**config.mk**
```make
export PLATFORM = sky130hd
export DESIGN_NAME = boot_sequencer
export DESIGN_NICKNAME = d
export VERILOG_FILES = /design/src/rtl/cpu_pkg.sv /design/src/rtl/boot_store.sv /design/src/rtl/boot_sequencer.sv
export SDC_FILE = /design/constraint.sdc
export NUM_CORES = 1
export LEC_CHECK = 0
export BUFFER_PORTS_ARGS = -buffer_cell sky130_fd_sc_hd__buf_2
export CORE_ASPECT_RATIO = 1.1
export CORE_MARGIN = 3
export CORE_UTILIZATION = 40
export DETAILED_ROUTE_END_ITERATION = 8
export HOLD_SLACK_MARGIN = 0.12
export PLACE_DENSITY_LB_ADDON = 0.08
export SETUP_SLACK_MARGIN = 0.3
export SLEW_MARGIN = 25
export SYNTH_ARGS = -nofsm -noshare
export SYNTH_HDL_FRONTEND = slang
export SYNTH_SLANG_ARGS = --single-unit
```
**constraint.sdc**
```tcl
create_clock -name clk -period 5.2 [get_ports clk]
set_input_delay 1.04 -clock clk [delete_from_list [all_inputs] [get_ports clk]]
set_output_delay 1.04 -clock clk [all_outputs]
set_load 0.02 [all_outputs]
```
**src/rtl/cpu_pkg.sv**
```systemverilog
// Shared constants for the cpu core and its boot sequencer: word width and the
// boot FSM state encoding, which is also visible on the sequencer's state output.
package cpu_pkg;

  localparam int unsigned WORD_W = 32;

  localparam logic [1:0] ST_IDLE = 2'd0;
  localparam logic [1:0] ST_LOAD = 2'd1;
  localparam logic [1:0] ST_RUN  = 2'd2;
  localparam logic [1:0] ST_HALT = 2'd3;

endpackage

```
**src/rtl/boot_store.sv**
```systemverilog
// Program store for the boot sequencer: RAM_SIZE x WORD_W registers with one
// write port, a whole-array clear, and a flattened read-out bus for the core.
module boot_store
  import cpu_pkg::*;
#(
  parameter int unsigned RAM_SIZE = 16,
  parameter int unsigned AW       = 4
) (
  input  logic                       clk,
  input  logic                       reset,
  input  logic                       clear,
  input  logic                       we,
  input  logic [AW-1:0]              waddr,
  input  logic [WORD_W-1:0]          wdata,
  output logic [RAM_SIZE*WORD_W-1:0] ram_flat
);

  logic [WORD_W-1:0] mem_q [RAM_SIZE];

  // Word storage; clear wins over a write in the same cycle.
  always_ff @(posedge clk) begin
    if (reset || clear) begin
      for (int i = 0; i < RAM_SIZE; i++) mem_q[i] <= '0;
    end else if (we) begin
      mem_q[waddr] <= wdata;
    end
  end

  // Flatten: word i occupies bits [(i+1)*WORD_W-1 -: WORD_W].
  always_comb begin
    ram_flat = '0;
    for (int i = 0; i < RAM_SIZE; i++) ram_flat[i*WORD_W +: WORD_W] = mem_q[i];
  end

endmodule

```
**src/rtl/boot_sequencer.sv**
```systemverilog
// Boot and run controller for the cpu core: streams a program into boot_store,
// holds the core in reset while loading, then runs it for a bounded time.
// Optional feature macro: BOOT_CHECKSUM_EN (last word is a checksum of the load).
module boot_sequencer
  import cpu_pkg::*;
#(
  parameter int unsigned RAM_SIZE  = 16,
  parameter logic [15:0] RUN_LIMIT = 16'd0
) (
  input  logic                       clk,
  input  logic                       reset,
  input  logic                       start,
  input  logic                       stop,
  input  logic                       in_valid,
  input  logic [WORD_W-1:0]          in_data,
  input  logic                       in_last,
  output logic                       in_ready,
  output logic [RAM_SIZE*WORD_W-1:0] ram_flat,
  output logic                       cpu_reset,
  output logic                       cpu_clk_en,
  output logic [1:0]                 state,
  output logic [15:0]                run_clks,
  output logic                       done,
  output logic                       error
);

  localparam int unsigned   AW        = (RAM_SIZE > 1) ? $clog2(RAM_SIZE) : 1;
  localparam logic [AW-1:0] LAST_ADDR = AW'(RAM_SIZE - 1);

  logic [1:0]    state_q, state_d;
  logic [AW-1:0] wptr_q;
  logic [15:0]   run_clks_q;
  logic          cpu_reset_q, done_q;
  logic          hs, load_end, limit_hit, ck_fail, store_we;

  assign hs        = in_valid && (state_q == ST_LOAD);
  assign load_end  = hs && (in_last || (wptr_q == LAST_ADDR));
  assign limit_hit = (RUN_LIMIT != 16'd0) && (run_clks_q == RUN_LIMIT - 16'd1);

`ifdef BOOT_CHECKSUM_EN
  logic [WORD_W-1:0] sum_q;
  logic              error_q;

  // The in_last word is the checksum: compared, never stored.
  assign ck_fail  = hs && in_last && (in_data != sum_q);
  assign store_we = hs && !in_last && !start;
  assign error    = error_q;

  // Running mod-2^32 sum of stored words and the sticky checksum error flag.
  always_ff @(posedge clk) begin
    if (reset || start) begin
      sum_q   <= '0;
      error_q <= 1'b0;
    end else begin
      if (hs) sum_q <= sum_q + in_data;
      if (ck_fail) error_q <= 1'b1;
    end
  end
`else
  assign ck_fail  = 1'b0;
  assign store_we = hs && !start;
  assign error    = 1'b0;
`endif

  // State register.
  always_ff @(posedge clk) begin
    if (reset) state_q <= ST_IDLE;
    else       state_q <= state_d;
  end

  // Next state; start overrides every other event.
  always_comb begin
    state_d = state_q;
    if (start) begin
      state_d = ST_LOAD;
    end else begin
      case (state_q)
        ST_LOAD: if (load_end) state_d = ck_fail ? ST_HALT : ST_RUN;
        ST_RUN:  if (stop || limit_hit) state_d = ST_HALT;
        default: state_d = state_q;
      endcase
    end
  end

  // Unregistered outputs decode the state register only.
  always_comb begin
    in_ready   = (state_q == ST_LOAD);
    cpu_clk_en = (state_q == ST_RUN);
  end

  // Write pointer, run counter and registered status outputs.
  always_ff @(posedge clk) begin
    if (reset) begin
      wptr_q      <= '0;
      run_clks_q  <= '0;
      cpu_reset_q <= 1'b1;
      done_q      <= 1'b0;
    end else begin
      cpu_reset_q <= (state_d == ST_IDLE) || (state_d == ST_LOAD);
      done_q      <= (state_d == ST_HALT);
      if (start) begin
        wptr_q     <= '0;
        run_clks_q <= '0;
      end else begin
        if (hs) wptr_q <= wptr_q + 1'b1;
        if ((state_q == ST_RUN) && (run_clks_q != 16'hFFFF)) run_clks_q <= run_clks_q + 16'd1;
      end
    end
  end

  boot_store #(
    .RAM_SIZE (RAM_SIZE),
    .AW       (AW)
  ) u_store (
    .clk      (clk),
    .reset    (reset),
    .clear    (start),
    .we       (store_we),
    .waddr    (wptr_q),
    .wdata    (in_data),
    .ram_flat (ram_flat)
  );

  assign state     = state_q;
  assign run_clks  = run_clks_q;
  assign cpu_reset = cpu_reset_q;
  assign done      = done_q;

endmodule

```
==> impl_metrics.toml <==
[global_routing]
grt.overflow.total = 0
grt_max_degree = 34
grtUsageTotal_pct = 25.7
antenna_found_initial = 8
grt_pass1_wl_um = 98300
grt_pass1_vias = 12700

[sta]
layout_setup_ws_ns = 1.90
rsz0062_at_grt = "no"
timing.final.hold_violations = 0
tns_ns = 0
max_freq_mhz = 303
post-route-min-period_ns = 3.30
finClkSkew_ns = 0.0219
worst_pin_slew_ns = 1.03
post-route-period-util_pct = 63.4
slew_violations = 0
max_slew_margin_pct = 31.4
setup_viol = 0

[clock_tree]
clk_latency_ns = 0.61
cts_buffer_depth = 3
cts.sinks = 536
cts_resized = 0
cts_made_buffers = 55
cts-root-buf = "clkbuf_16"
cts.clk_slew.worst_paths_ns = 0.06
cts_tree = "built"
cts_setup_buffers = 0
h-tree-depth = 2
holdBufCountCts = 0

[floorplan]
io_pins = 573
chipHeight_um = 243
die_x_um = 221
rows = 86
dieArea_mm2 = 0.0537
core_area_mm2 = 0.0503
start_util_pct = 40.5

[logic_synthesis]
ys_ff_latch = 536
synthCells = 1286
syn-num-nets = 1332
synth_most_common_cell = "and2_1"
netlist_top_cells_area = "edfxtp_1 75%, and2_1 16%, dfxtp_1 2.4%, clkbuf_1 1.5%, ha_1 0.49%"
netlist_area_mm2 = 0.0204
synth_cell_types = 43
yosysWarningCount = 0
async_reset_ff_share_pct = 0
synth.avg_cell_area_um2 = 15.8
yosysTopAreaCellShare_pct = 75.5
synth_enable_flop_cells = 512
ys_seq_area_share_pct = 77.8
synth_commonest_cells = "513 x and2_1, 512 x edfxtp_1, 83 x clkbuf_1, 24 x dfxtp_1, 22 x nor2_1"
synth_ff_type = "edfxtp_1"
yosysTopAreaCell = "edfxtp_1"

[routing]
num_vias = 12800
wl_per_cell_um = 27.4
drc = 0
vias_per_cell = 5.00
dr.pass1.iters = 5
antenna_left = 0
wl_um = 69900
drtIter0Drc = 959

[placed_design]
place_area_mm2 = 0.0242
gp_congestion = 0.797
io_buffers = 571
place_ws_ns = 1.28
dp_hpwl_um = 48500

[worst_setup_path]
worstSetupPathType = "input port to flip-flop"
cp.required_ns = 5.42
r2r-start = "state[0]"
r2r_cells = 6
rrSetupSlack_ns = 2.01
regToRegEndpoint = "u_store.mem_q[0][27]"
cp_data_arrival_time_ns = 3.51
cp-start-kind = "input port"
critPathCaptureType = "flip-flop"
crit_path_end = "u_store.mem_q[0][27]"
crit_path_start = "start"
path_max_fanout = 33

[run_status]
outcome = "finished, final reports clean"

[cells_and_area]
drive_gt1_share_pct = 37.5
synthToLayoutAreaGrowth_pct = 27.8
layout.nets = 1894
stdcell_area_mm2 = 0.0260
num-fill-cells = 4272

[flow_run]
cap_violations = 0

[pwr]
ir_drop_mv = 0.293
p_per_area_mw_per_mm2 = 370
finalPower_mw = 9.63
leakagePower_nw = 11.5

[hold_path]
worstHoldPathType = "flip-flop to flip-flop"
critical path, cell delays in order:
cell and delay, ns:
buf_2 0.12, nor2_4 0.61, nand3_2 0.48, nor3_4 0.22
buf_4 0.30, nand2b_2 0.69
cell usage in the layout (no fill, tap or decap), types with 4 or more instances in the layout:
cell         n
clkinv_2    10
buf_4       15
o21ai_0      6
bufinv_16    7
nor2_2       5
a21oi_1     11
and2_1     513
buf_16       6
nor3_4       4
nand3_1      7
nand4_1      4
clkbuf_1    10
ha_1         8
dfxtp_1     24
nor3_1       5
edfxtp_1   512
or3_1        4
nor2_4       8
clkbuf_16   56
clkinv_1    15
o21ai_4     11
inv_1        7
buf_2      571
nand3_2      4
nor2_1      10
nand2_1     11
report_power, final:
part           switching [mW]  internal (mW)
logic                   0.568          0.159
registers              0.0554           4.89
clock network            1.65           2.31
state kept, by name, indices dropped and copies added, names as in the netlist:
register       count
wptr_q             4
u_store.mem_q    512
cpu_reset          1
state              2
done               1
run_clks          16
cells by family (layout without fill, tap and decap cells):
family / after synthesis / after routing / synth area share, %
XOR/XNOR: 5 / 5 / 0.215
adder cells (fa/ha/maj): 8 / 8 / 0.491
buffers and inverters: 95 / 701 / 1.80
AND/OR/NAND/NOR: 596 / 596 / 18.2
AO/OA/AOI/OAI: 45 / 45 / 1.44
flip-flops: 536 / 536 / 77.8
other: 1 / 2 / 0.0184
metrics by stage:
stage,std cells,utilization (%),hold WS (ns)
2_1_floorplan,1286,-,0.482
3_3_place_gp,2444,47.8,0.513
3_5_place_dp,2451,48.2,0.524
4_1_cts,2552,51.8,0.532
5_1_grt,2552,51.8,0.565
6_report,2553,51.8,0.532
how the worst min path moves through the flow:
stage | slack, ns | start | endpoint | cells after the start
floorplan | 0.48 | wptr_q[1] | wptr_q[1] | 2
detailed placement | 0.52 | run_clks[7] | run_clks[7] | 2
global placement | 0.51 | run_clks[7] | run_clks[7] | 2
CTS | 0.53 | run_clks[7] | run_clks[7] | 2
global route | 0.57 | run_clks[7] | run_clks[7] | 2
finish | 0.53 | run_clks[7] | run_clks[7] | 2
cell type report:
| class | instances | area, um2 | area share (%) |
|---|---|---|---|
| Antenna cell | 1 | 2.50 | 0.00962 |
| Clock buffer | 66 | 1440 | 5.53 |
| Clock inverter | 35 | 349 | 1.34 |
| Inverter | 7 | 26.3 | 0.101 |
| Multi-Input combinational cell | 655 | 4370 | 16.8 |
| Sequential cell | 536 | 15900 | 60.9 |
| Tap cell | 660 | 826 | 3.17 |
| Timing Repair Buffer | 593 | 3160 | 12.1 |
metal layers:
layer,wire (um),track usage (%),vias up
met5,0,0,-
met4,2010,7.35,0
met3,6070,8.44,94
met2,34300,43.0,547
met1,27500,32.0,6528
li1,-,-,5605
Note: power is estimated with default switching activity, not from simulation.
